--- src/rtl/mem_arbiter_pkg.sv ---
// Shared types for the local-memory data-port arbiter: memory operation
// encoding, arbiter FSM states and the one-bit port identifier.
package mem_arbiter_pkg;

  typedef logic [31:0] word_t;

  // MEM_IDLE is the all-zero "no access" encoding driven when nothing is granted.
  typedef enum logic [3:0] {
    MEM_IDLE    = 4'd0,
    LOAD_BYTE   = 4'd1,
    LOAD_HALF   = 4'd2,
    LOAD_WORD   = 4'd3,
    LOAD_BYTE_U = 4'd4,
    LOAD_HALF_U = 4'd5,
    STORE_BYTE  = 4'd6,
    STORE_HALF  = 4'd7,
    STORE_WORD  = 4'd8
  } mem_op_t;

  typedef enum logic [1:0] {
    IDLE = 2'd0,
    OWN0 = 2'd1,
    OWN1 = 2'd2
  } arb_state_t;

  typedef logic port_id_t;

  // Wide enough to hold MAX_BURST up to 15.
  localparam int BURST_CNT_W = 4;

endpackage

--- src/rtl/rr_burst_arbiter.sv ---
// Two-port round-robin arbiter with a burst limit. Remembers the last
// granted port and how many extra consecutive grants it has had; the owner
// yields to a competing requester once it has had MAX_BURST grants in a row.
module rr_burst_arbiter
  import mem_arbiter_pkg::*;
#(
  parameter int MAX_BURST = 4
) (
  input  logic       clk,
  input  logic       resetn,
  input  logic [1:0] req,
  output logic [1:0] grant
);

  localparam logic [BURST_CNT_W-1:0] BURST_LAST = BURST_CNT_W'(MAX_BURST - 1);
  localparam logic [BURST_CNT_W-1:0] BURST_SAT  = BURST_CNT_W'(MAX_BURST);

  arb_state_t             state_reg, state_next;
  logic [BURST_CNT_W-1:0] burst_cnt_reg, burst_cnt_next;

  // State register: owner and burst counter.
  always_ff @(posedge clk or negedge resetn) begin
    if (!resetn) begin
      state_reg     <= IDLE;
      burst_cnt_reg <= '0;
    end else begin
      state_reg     <= state_next;
      burst_cnt_reg <= burst_cnt_next;
    end
  end

  // Grant decision; held off while reset is asserted so no access leaks out.
  always_comb begin
    grant = 2'b00;
    if (resetn) begin
      unique case (state_reg)
        IDLE:    grant = req[0] ? 2'b01 : {req[1], 1'b0};
        OWN0: begin
          if (&req) grant = (burst_cnt_reg < BURST_LAST) ? 2'b01 : 2'b10;
          else      grant = req;
        end
        OWN1: begin
          if (&req) grant = (burst_cnt_reg < BURST_LAST) ? 2'b10 : 2'b01;
          else      grant = req;
        end
        default: grant = 2'b00;
      endcase
    end
  end

  // Next owner follows the grant; the counter grows only while the owner repeats.
  always_comb begin
    state_next     = IDLE;
    burst_cnt_next = '0;
    if (grant[0]) begin
      state_next = OWN0;
      if (state_reg == OWN0) begin
        burst_cnt_next = (burst_cnt_reg == BURST_SAT) ? burst_cnt_reg
                                                      : burst_cnt_reg + 1'b1;
      end
    end else if (grant[1]) begin
      state_next = OWN1;
      if (state_reg == OWN1) begin
        burst_cnt_next = (burst_cnt_reg == BURST_SAT) ? burst_cnt_reg
                                                      : burst_cnt_reg + 1'b1;
      end
    end
  end

endmodule

--- src/rtl/mem_arbiter.sv ---
// Shares the local memory's data port between the core (port 0) and the
// DMA/boot loader (port 1). Issues the granted request combinationally and
// routes the one-cycle-late response back to the port that issued it.
// Optional statistics counters are built when MEM_ARB_STATS_EN is defined.
module mem_arbiter
  import mem_arbiter_pkg::*;
#(
  parameter int MAX_BURST = 4,
  parameter int CNT_WIDTH = 32
) (
  input  logic                 clk,
  input  logic                 resetn,
  input  logic                 p0_valid,
  output logic                 p0_ready,
  input  mem_op_t              p0_op,
  input  word_t                p0_addr,
  input  word_t                p0_wdata,
  output logic                 p0_rvalid,
  output word_t                p0_rdata,
  output logic                 p0_error,
  input  logic                 p1_valid,
  output logic                 p1_ready,
  input  mem_op_t              p1_op,
  input  word_t                p1_addr,
  input  word_t                p1_wdata,
  output logic                 p1_rvalid,
  output word_t                p1_rdata,
  output logic                 p1_error,
  output mem_op_t              mem_op,
  output word_t                mem_addr,
  output word_t                mem_wdata,
  input  word_t                mem_rdata,
  input  logic                 mem_error,
  output logic [CNT_WIDTH-1:0] grant_cnt0,
  output logic [CNT_WIDTH-1:0] grant_cnt1,
  output logic [CNT_WIDTH-1:0] conflict_cnt
);

  logic [1:0] req;
  logic [1:0] grant;

  logic       rsp_valid_reg;
  port_id_t   rsp_tag_reg;
  logic       rsp_error_reg;

  logic [1:0] rvalid_vec;
  logic [1:0] error_vec;
  word_t      rdata_vec [2];

  assign req = {p1_valid, p0_valid};

  rr_burst_arbiter #(
    .MAX_BURST (MAX_BURST)
  ) u_arb (
    .clk    (clk),
    .resetn (resetn),
    .req    (req),
    .grant  (grant)
  );

  assign p0_ready = grant[0];
  assign p1_ready = grant[1];

  // Issue mux: granted port drives the memory, otherwise an idle cycle.
  always_comb begin
    mem_op    = MEM_IDLE;
    mem_addr  = '0;
    mem_wdata = '0;
    if (grant[0]) begin
      mem_op    = p0_op;
      mem_addr  = p0_addr;
      mem_wdata = p0_wdata;
    end else if (grant[1]) begin
      mem_op    = p1_op;
      mem_addr  = p1_addr;
      mem_wdata = p1_wdata;
    end
  end

  // Capture who issued this cycle's access and whether memory flagged it.
  always_ff @(posedge clk or negedge resetn) begin
    if (!resetn) begin
      rsp_valid_reg <= 1'b0;
      rsp_tag_reg   <= 1'b0;
      rsp_error_reg <= 1'b0;
    end else begin
      rsp_valid_reg <= |grant;
      rsp_tag_reg   <= grant[1];
      rsp_error_reg <= mem_error & (|grant);
    end
  end

  // Response demux: only the tagged port sees rvalid, data and error.
  for (genvar gi = 0; gi < 2; gi++) begin : g_rsp
    assign rvalid_vec[gi] = rsp_valid_reg && (rsp_tag_reg == port_id_t'(gi));
    assign error_vec[gi]  = rvalid_vec[gi] & rsp_error_reg;
    assign rdata_vec[gi]  = rvalid_vec[gi] ? mem_rdata : '0;
  end

  assign p0_rvalid = rvalid_vec[0];
  assign p1_rvalid = rvalid_vec[1];
  assign p0_error  = error_vec[0];
  assign p1_error  = error_vec[1];
  assign p0_rdata  = rdata_vec[0];
  assign p1_rdata  = rdata_vec[1];

`ifdef MEM_ARB_STATS_EN
  logic [CNT_WIDTH-1:0] grant_cnt_reg [2];
  logic [CNT_WIDTH-1:0] conflict_cnt_reg;

  for (genvar gi = 0; gi < 2; gi++) begin : g_stat
    // Per-port accept counter, wraps naturally.
    always_ff @(posedge clk or negedge resetn) begin
      if (!resetn)        grant_cnt_reg[gi] <= '0;
      else if (grant[gi]) grant_cnt_reg[gi] <= grant_cnt_reg[gi] + 1'b1;
    end
  end

  // Cycles in which both ports were competing.
  always_ff @(posedge clk or negedge resetn) begin
    if (!resetn)     conflict_cnt_reg <= '0;
    else if (&req)   conflict_cnt_reg <= conflict_cnt_reg + 1'b1;
  end

  assign grant_cnt0   = grant_cnt_reg[0];
  assign grant_cnt1   = grant_cnt_reg[1];
  assign conflict_cnt = conflict_cnt_reg;
`else
  assign grant_cnt0   = '0;
  assign grant_cnt1   = '0;
  assign conflict_cnt = '0;
`endif

endmodule

--- config.mk ---
export PLATFORM = sky130hd
export DESIGN_NAME = mem_arbiter
export DESIGN_NICKNAME = d
export VERILOG_FILES = /design/src/rtl/mem_arbiter_pkg.sv /design/src/rtl/rr_burst_arbiter.sv /design/src/rtl/mem_arbiter.sv
export SDC_FILE = /design/constraint.sdc
export NUM_CORES = 1
export LEC_CHECK = 0
export CAP_MARGIN = 40
export CORE_AREA = 5 5 155 157
export CTS_CLUSTER_DIAMETER = 80
export DETAILED_ROUTE_END_ITERATION = 6
export DIE_AREA = 0 0 160 162
export PLACE_DENSITY = 0.57
export SLEW_MARGIN = 20
export SYNTH_ARGS = -nofsm -noshare
export SYNTH_HDL_FRONTEND = slang
export SYNTH_SLANG_ARGS = --single-unit
--- constraint.sdc ---
create_clock -name clk -period 2.8 [get_ports clk]
set_input_delay 0.56 -clock clk [delete_from_list [all_inputs] [get_ports clk]]
set_output_delay 0.56 -clock clk [all_outputs]
set_load 0.03 [all_outputs]
==> summary.md, run 1 <==
| Metric | Value |
|---|---|
| Pleak | 2.86 nW |
| Switching Power | 0.000683 W |
| HPWL Detailed | 12.1 mm |
| Final net count | 808 |
| Failing checks | setup timing |
| Wire length on met2 | 7.65 mm |
| Minimum clock period | 2.95 ns |
| Synth warnings | 0 |
| Port Buffers | 310 |
| Mapped Area | 0.00239 mm^2 |
| CORE AREA | 0.0224 mm^2 |
| CP Class | register to primary output |
| Maximum number of pins on one net before global-route repair | 36 |
| Num Clock Sinks | 9 |
| PnR worst setup slack | -0.148 ns |
| Main synth FF type | dfrtp_1 |
| TritonCTS clock tree | built |
| Root buf cell | clkbuf_16 |
| CP Max Fanout | 10 |
| Cells after Synth | 304 |
| Drt first pass iters | 4 |
| CP endpoint kind | primary output |
| Initial core utilization | 10.7% |
| Via count | 3288 |
| Antenna Nets Post-Route | 0 |
| Async SR Flop Fraction | 100% |
| Clock Skew | 0.00830 ns |
| Mux cell area share after synthesis | 0.419% |
| Comb pwr share | 74.3% |
| Req. time, crit path | 2.24 ns |
| Worst min-delay path class | primary input to asynchronous set/reset pin |
| Syn Area/Cell | 7.86 um^2 |
| Endpoints failing setup | 66 |
| Max Cap Viol | 0 |
| VDD IR-drop max | 0.171 mV |
| Max reg flops | 4 |
| WL met1 | 5.46 mm |
| Seq/Total Area, Yosys | 9.43% |
| Hold Fails Final Rpt | 0 |
| Setup TNS | -7.34 ns |
| Post-CTS Hold Fix Bufs | 0 |
| Initial DRC Count | 117 |
| Vias in the first global route | 3224 |
| Rows | 55 |
| Adder-cell share of the synthesized area | 1.05% |
| First-pass GRT wire length | 19.5 mm |
| Placer Congestion | 0.771 |
| Max Buffers Root-to-Sink | 2 |
| Later-pin clock latency in the skew report | 0.24 ns |
| RSZ-0062 raised after global routing | yes |
| Total length of routed wires | 14.8 mm |
| Critical path's slowest cell | or4b_4 |
| Compound-Gate Fraction of Synth Area | 30.7% |
| Die Area | 0.0259 mm^2 |
| Fin Hold WS | 0.389 ns |
| Uppermost layer routed | met4 |
| Cell area power density | 253 mW/mm^2 |
| Synth Area in Simple Gates | 21.9% |
| Crit path cell chain | ha_2 -> or4b_4 -> a311oi_4 -> buf_4 -> buf_12 -> clkbuf_16 -> a22o_1 -> buf_6 |
| Final Cycle Share | 105% |
| Die W | 160 um |
| Initial antenna violation count | 2 |
| Clock network fraction of design power | 16.6% |
| Xor/xnor share of the synthesized area | 0.367% |
| Status | complete, but fails checks |
| Clock transition at the registers of the reported paths | 0.04 ns |
| Vias per cell | 3.58 |
| Die Y | 162 um |
| Area Growth Syn to Fin | 155% |
| GR Overflow Total | 0 |
| Commonest cells in the netlist | 97 x buf_4, 68 x a22o_1, 36 x and2_1 |
| Drt drc | 0 |
| CTS buffer count | 3 |
| Crit start category | register |
| Fill count | 2407 |
| Share of cells above drive strength 1 | 27.1% |
| Most frequent cell after synthesis | buf_4 |
| WP buf/inv | 4 |
| Flops & latches, synth | 9 |
| Post-synth EDFFs | 0 |
| WP data arrival | 2.39 ns |
| Max incr delay on CP | 0.51 ns |
| Synth cell types | 32 |
| Main combinational cell family by area after synthesis | buffers and inverters |
| Seq pwr share | 9.1% |
| Tot GR Track Use | 9.49% |
| Leading area contributor after synthesis | buf_4 |
| Top delay family on crit path | buffers and inverters |
| H-tree levels | 1 |
| Largest cells by area after synthesis | buf_4 30%, a22o_1 25%, and2_1 9.4% |
| IO Pins | 407 |
| Wire per inst | 16.2 um |
| Top cell type's share of synthesized area | 30.5% |
| Internal power | 0.000857 W |
| DR WL met3 | 1.64 mm |
| Max-slew violation count | 0 |
| Switch share | 44.4% |
| Fmax | 339 MHz |
==> repair_timing <==
item	CTS	global route
setup buffers	2	4
gates resized for setup	67	13
gates cloned	0	3
endpoints found under the setup margin	66	68
endpoints found under the hold margin	0	0
pin swaps	0	2
==> area by class of cell <==
type / instances / area, um^2 / share of cell area (%)
Multi-Input combinational cell: 263 / 1760 / 28.9
Timing Repair Buffer: 351 / 3640 / 59.8
Clock inverter: 1 / 5.00 / 0.0823
Tap cell: 285 / 357 / 5.86
Sequential cell: 9 / 225 / 3.70
Inverter: 5 / 18.8 / 0.309
Clock buffer: 3 / 75.1 / 1.23
Antenna cell: 2 / 5.00 / 0.0823
==> kinds of logic after synthesis <==
kind of cell / after synthesis
other cells: 1
buf+inv: 127
compound gates: 81
simple gates: 82
xor+xnor: 1
mux: 1
fa+ha+maj: 2
flops: 9
==> worst register-to-register path, stage by stage, from the launching register on <==
cell and delay, ns:
dfrtp_1 0.40, ha_2 0.19, buf_4 0.16, o311a_4 0.31, a2111oi_4 0.17, buf_4 0.20
clkbuf_16 0.16, buf_12 0.12
==> power by group through the flow <==
| stage | clock network (W) | registers (W) | logic, W |
|---|---|---|---|
| 6_report | 0.000255 | 0.000140 | 0.00115 |
| 5_1_grt | 0.000271 | 0.000141 | 0.00120 |
| 4_1_cts | 0.000264 | 0.000140 | 0.00112 |
| 3_5_place_dp | 0 | 0.000142 | 0.00106 |
| 3_3_place_gp | 0 | 0.000142 | 0.00106 |
| 2_1_floorplan | 0 | 0.000141 | 0.000637 |
==> through the flow <==
step / total power, W / setup WS, ns / cells / instance area, um^2 / util, %
after detailed placement: 0.00120 / -0.140 / 904 / 5550 / 24.8
after floorplan: 0.000779 / 0.0334 / 399 / 2760 / -
after global routing: 0.00161 / -0.213 / 919 / 6080 / 27.2
after global placement: 0.00120 / -0.159 / 904 / 5550 / 24.8
final: 0.00154 / -0.148 / 919 / 6080 / 27.2
after CTS: 0.00152 / -0.113 / 910 / 5910 / 26.4
==> placed cells by master (no fill, tap or decap), types with 2 or more instances in the layout <==
master	Yosys	routed
a22o_1	68	55
and2_1	36	35
and3_1	33	33
dlymetal6s2s_1	0	2
buf_12	0	15
buf_6	1	65
conb_1	1	96
clkdlybuf4s50_1	0	203
buf_4	97	62
a22o_4	0	7
dfrtp_1	9	9
diode_2	0	2
a311oi_1	2	2
nor2_1	3	3
o31ai_1	3	3
a22o_2	0	6
clkbuf_16	0	6
inv_1	5	5
and4b_1	2	2
==> metal layers <==
layer	up-vias	GRT usage (%)
li1	1565	-
met1	1467	10.6
met2	249	17.6
met3	7	3.45
met4	0	1.37
met5	-	0
==> path summary, 6_finish.rpt <==
path                       depth (start not counted)                 end                    from  slack (ns)
setup / recovery                                   8        mem_wdata[4]  u_arb.burst_cnt_reg[1]       -0.15
setup reg to reg                                   7  u_arb.state_reg[0]  u_arb.burst_cnt_reg[1]        1.02
max in group asynchronous                          2       rsp_valid_reg                  resetn        2.25
hold reg to reg                                    2  u_arb.state_reg[1]  u_arb.burst_cnt_reg[3]        0.60
hold / removal                                     2  u_arb.state_reg[1]                  resetn        0.39
min in group clk                                   2  u_arb.state_reg[1]  u_arb.burst_cnt_reg[3]        0.60
Note: power is estimated with default switching activity, not from simulation.
==> run 2, diff against run 1 <==
Settings changed: PLACE_DENSITY 0.57 to 0.55.
==> summary.md, run 2 (same netlist as run 1, synthesis figures left out) <==
| Metric | Value |
|---|---|
| Status | complete, but fails checks |
| Failing checks | setup timing |
| Clock network fraction of design power | 16.0% |
| VDD IR-drop max | 0.147 mV |
| Initial DRC Count | 122 |
| Wire per inst | 17.4 um |
| First-pass GRT wire length | 21.8 mm |
| Commonest non-fill, non-tap cell in the layout | clkdlybuf4s50_1 |
| Post-DP Area | 0.00560 mm^2 |
| HPWL Detailed | 13.2 mm |
| Tot GR Track Use | 11.0% |
| Hold Fails Final Rpt | 0 |
| Die Area | 0.0259 mm^2 |
| Final Cycle Share | 104% |
| Via count | 3376 |
| Critical path's slowest cell | or4b_4 |
| Multi-input gate area | 0.00180 mm^2 |
| Internal power | 0.000883 W |
| Share of cells above drive strength 1 | 28.7% |
| Clock transition at the registers of the reported paths | 0.04 ns |
| Area Growth Syn to Fin | 163% |
| Max reg flops | 4 |
| TritonCTS clock tree | built |
| R2r startpoint | u_arb.burst_cnt_reg[1] |
| GR Overflow Total | 0 |
| CORE AREA | 0.0224 mm^2 |
| Cell area power density | 251 mW/mm^2 |
| PnR worst setup slack | -0.111 ns |
| Pleak | 2.94 nW |
| Rows | 55 |
| Antenna Nets Post-Route | 0 |
| Crit path cell chain | ha_2 -> or4b_4 -> a311oi_4 -> buf_4 -> buf_12 -> buf_4 -> a22o_1 -> buf_6 |
| CTS buffer count | 3 |
| Clock Skew | 0.000489 ns |
| Placer Congestion | 0.772 |
| Maximum number of pins on one net before global-route repair | 36 |
| Die W | 160 um |
| Total length of routed wires | 16.2 mm |
| FF-to-FF path depth | 6 |
| Fmax | 344 MHz |
| WP data arrival | 2.35 ns |
| Switching Power | 0.000693 W |
| Flop-to-flop setup slack | 0.93 ns |
| Final net count | 818 |
| Drt drc | 0 |
| RSZ-0062 raised after global routing | yes |
| Vias in the first global route | 3400 |
| DP Worst Slack | -0.178 ns |
| Commonest cells after routing, fill and taps aside | 204 x clkdlybuf4s50_1, 96 x conb_1, 69 x buf_6 |
| Sequential cell area | 225 um^2 |
| Max Buffers Root-to-Sink | 2 |
| Comb pwr share | 75.1% |
| Port Buffers | 310 |
| Fill count | 2409 |
| Top delay family on crit path | buffers and inverters |
| Critical path depth | 8 |
| Max incr delay on CP | 0.52 ns |
| Req. time, crit path | 2.24 ns |
| Initial antenna violation count | 3 |
| Num Clock Sinks | 9 |
| CP Class | register to primary output |
| Design area | 0.00627 mm^2 |
| Max Cap Viol | 0 |
| Endpoints failing setup | 53 |
| CP endpoint kind | primary output |
| WP buf/inv | 4 |
| H-tree levels | 1 |
| Later-pin clock latency in the skew report | 0.23 ns |
| R2R Path End | rsp_tag_reg |
| IO Pins | 407 |
| CP Max Fanout | 18 |
| Crit start category | register |
| Drt first pass iters | 4 |
| Root buf cell | clkbuf_16 |
| Initial core utilization | 10.7% |
| Minimum clock period | 2.91 ns |
| Max-slew violation count | 0 |
| Vias per cell | 3.63 |
| Die Y | 162 um |
| Switch share | 44.0% |
| Fin Hold WS | 0.290 ns |
| Worst min-delay path class | primary input to asynchronous set/reset pin |
| Seq pwr share | 8.9% |
| Most used cell, CP | buf_4 |
[run 2: cell types whose count changed in the layout (fill, tap and decap cells not counted), sizes merged]
| cell | change |
|---|---|
| clkbuf | -2 |
| diode | +1 |
| clkdlybuf4s50 | +1 |
| clkinv | -1 |
| dlymetal6s2s | -1 |
| buf | +13 |
[run 2: cell type report]
| class | instances | share of cell area (%) |
|---|---|---|
| well taps | 285 | 5.69 |
| clock buffers | 4 | 1.26 |
| repair buffers | 361 | 60.4 |
| multi-input cells | 263 | 28.7 |
| flip-flops and latches | 9 | 3.59 |
| diodes | 3 | 0.120 |
| inverters | 5 | 0.299 |
[run 2: stage by stage]
step / power, W / utilization (%) / instances / setup TNS (ns)
after global placement: 0.00122 / 25.1 / 910 / -6.84
final: 0.00158 / 28.0 / 930 / -3.66
after global routing: 0.00165 / 28.0 / 930 / -8.08
after floorplan: 0.000779 / - / 399 / 0
after CTS: 0.00158 / 27.6 / 925 / -4.63
after detailed placement: 0.00121 / 25.1 / 910 / -8.32
[run 2: power by group through the flow]
stage / Sequential, W / Clock (W) / Combinational [W]
after detailed placement: 0.000141 / 0 / 0.00107
after global placement: 0.000141 / 0 / 0.00107
after global routing: 0.000141 / 0.000272 / 0.00124
after floorplan: 0.000141 / 0 / 0.000637
after CTS: 0.000140 / 0.000263 / 0.00118
final: 0.000140 / 0.000253 / 0.00118
[run 2: worst max path at each step]
stage                                to                   start
after CTS                 mem_wdata[31]  u_arb.burst_cnt_reg[1]
after global placement     mem_addr[15]                  resetn
after global routing      mem_wdata[20]  u_arb.burst_cnt_reg[1]
final                      mem_wdata[1]  u_arb.burst_cnt_reg[1]
after detailed placement  mem_wdata[21]                  resetn
after floorplan            mem_addr[12]  u_arb.burst_cnt_reg[0]
[run 2: repair_timing]
item,4_1_cts,5_1_grt
pin swaps,22,10
hold buffers,0,0
resized for setup,79,17
cloned,4,0
setup buffers,7,3
setup endpoints to repair,70,70
[run 2: worst reg2reg max path, delay by kind of cell, from the launching register on]
family / cells / cell delay [ns]
fa+ha+maj: 1 / 0.21
flops: 1 / 0.38
compound gates: 1 / 0.24
simple gates: 1 / 0.52
buf+inv: 3 / 0.47
[run 2: layer usage]
| metal | routed length (um) | GRT usage, % |
|---|---|---|
| met5 | 0 | 0 |
| met4 | 73 | 2.23 |
| met3 | 1740 | 3.93 |
| met2 | 8330 | 20.0 |
| met1 | 6050 | 12.4 |
==> run 3, diff against run 2 <==
Settings changed: CAP_MARGIN 40 to default, CTS_BUF_LIST from default to sky130_fd_sc_hd__clkbuf_8 sky130_fd_sc_hd__clkbuf_16.
==> summary.md, run 3 (same netlist as run 1, synthesis figures left out) <==
| Metric | Value |
|---|---|
| # placed instances | 910 |
| Maximum number of pins on one net before global-route repair | 36 |
| Max-slew violation count | 0 |
| Drt first pass iters | 4 |
| Multi-input gate area | 0.00180 mm^2 |
| Commonest cells after routing, fill and taps aside | 204 x clkdlybuf4s50_1, 96 x conb_1, 69 x buf_6 |
| Status | complete, but fails checks |
| CP endpoint kind | primary output |
| Minimum clock period | 2.91 ns |
| Critical path's slowest cell | or4b_4 |
| Req. time, crit path | 2.24 ns |
| Crit start category | register |
| Max incr delay on CP | 0.52 ns |
| Design area | 0.00627 mm^2 |
| Top delay family on crit path | buffers and inverters |
| Fmax | 344 MHz |
| First-pass GRT wire length | 21.8 mm |
| Root buf cell | clkbuf_16 |
| Commonest non-fill, non-tap cell in the layout | clkdlybuf4s50_1 |
| Initial DRC Count | 120 |
| HPWL Detailed | 13.2 mm |
| PnR worst setup slack | -0.111 ns |
| Sequential cell area | 225 um^2 |
| Total length of routed wires | 16.2 mm |
| Endpoints failing setup | 53 |
| Final net count | 818 |
| CTS buffer count | 3 |
| Clock Skew | 0.000383 ns |
| Post-DP Area | 0.00560 mm^2 |
| Initial core utilization | 10.7% |
| Rows | 55 |
| Failing checks | setup timing |
| Vias per cell | 3.64 |
| Pleak | 2.94 nW |
| Later-pin clock latency in the skew report | 0.23 ns |
| RSZ-0062 raised after global routing | yes |
| CP Max Fanout | 18 |
| Hold Fails Final Rpt | 0 |
| Crit path cell chain | ha_2 -> or4b_4 -> a311oi_4 -> buf_4 -> buf_12 -> buf_4 -> a22o_1 -> buf_6 |
| Initial antenna violation count | 3 |
| Final Cycle Share | 104% |
| Overall power | 0.00157 W |
| Drt drc | 0 |
| Die Area | 0.0259 mm^2 |
| WP data arrival | 2.35 ns |
| Non-filler cells, final | 930 |
| Wire per inst | 17.4 um |
| Worst min-delay path class | primary input to asynchronous set/reset pin |
| Share of cells above drive strength 1 | 28.7% |
| TritonCTS clock tree | built |
| Area Growth Syn to Fin | 163% |
| Max reg flops | 4 |
| CP Class | register to primary output |
| Antenna Nets Post-Route | 0 |
| Num Clock Sinks | 9 |
| Vias in the first global route | 3400 |
| WP buf/inv | 4 |
| Wire length on met2 | 8.33 mm |
| Tot GR Track Use | 11.0% |
| Max Buffers Root-to-Sink | 2 |
| Uppermost layer routed | met4 |
| Port Buffers | 310 |
| Setup TNS | -3.66 ns |
| VDD IR-drop max | 0.147 mV |
| DR WL met3 | 1.73 mm |
| Clock transition at the registers of the reported paths | 0.04 ns |
| GR Overflow Total | 0 |
| IO Pins | 407 |
| Cell area power density | 251 mW/mm^2 |
| Die Y | 162 um |
| Most used cell, CP | buf_4 |
| Fill count | 2409 |
| WL met1 | 6.08 mm |
| Via count | 3384 |
| Placer Congestion | 0.772 |
| Max Cap Viol | 0 |
| Die W | 160 um |
| H-tree levels | 1 |
| CORE AREA | 0.0224 mm^2 |
run 3: worst paths after layout:
| check | start | end | slack (ns) | cells past startpoint |
|---|---|---|---|---|
| max in group asynchronous | resetn | u_arb.burst_cnt_reg[3] | 2.36 | 2 |
| worst max register to register | u_arb.burst_cnt_reg[1] | rsp_tag_reg | 0.93 | 6 |
| worst max-delay path | u_arb.burst_cnt_reg[1] | mem_wdata[1] | -0.11 | 8 |
| worst min register to register | u_arb.burst_cnt_reg[2] | u_arb.state_reg[1] | 0.62 | 2 |
| worst min-delay path | resetn | u_arb.state_reg[0] | 0.29 | 2 |
| min in group clk | u_arb.burst_cnt_reg[2] | u_arb.state_reg[1] | 0.62 | 2 |
run 3: timing repair:
item                       CTS  global route
pin swaps                   22            10
gates resized for setup     79            17
buffers inserted             7             3
hold buffers                 0             0
gates cloned                 4             0
setup endpoints to repair   70            70
run 3: where the power goes:
group	switching (W)	total (W)	internal [W]	leakage, nW
clock network	0.0000625	0.000249	0.000187	0.0423
logic	0.000627	0.00118	0.000557	2.78
registers	0.00000458	0.000140	0.000135	0.121
total	0.000694	0.00157	0.000879	2.94
run 3: metal layers:
metal	GRT usage (%)	vias to the layer above
met4	2.23	0
met1	12.4	1554
met5	0	-
met2	20.0	244
li1	-	1582
met3	3.93	4
run 3: area by class of cell:
type,count,area share [%]
sequential,9,3.59
inverter,5,0.299
antenna,3,0.120
clock inverter,1,0.0599
timing repair buffer,361,60.4
clock buffer,3,1.20
multi-input combinational,263,28.7
tap,285,5.69
run 3: through the flow:
| stage | util [%] | hold WS [ns] | setup WS, ns |
|---|---|---|---|
| floorplan | - | 0.264 | 0.0334 |
| global placement | 25.1 | 0.602 | -0.150 |
| detailed placement | 25.1 | 0.615 | -0.178 |
| CTS | 27.6 | 0.623 | -0.126 |
| global route | 28.0 | 0.316 | -0.177 |
| finish | 28.0 | 0.290 | -0.111 |
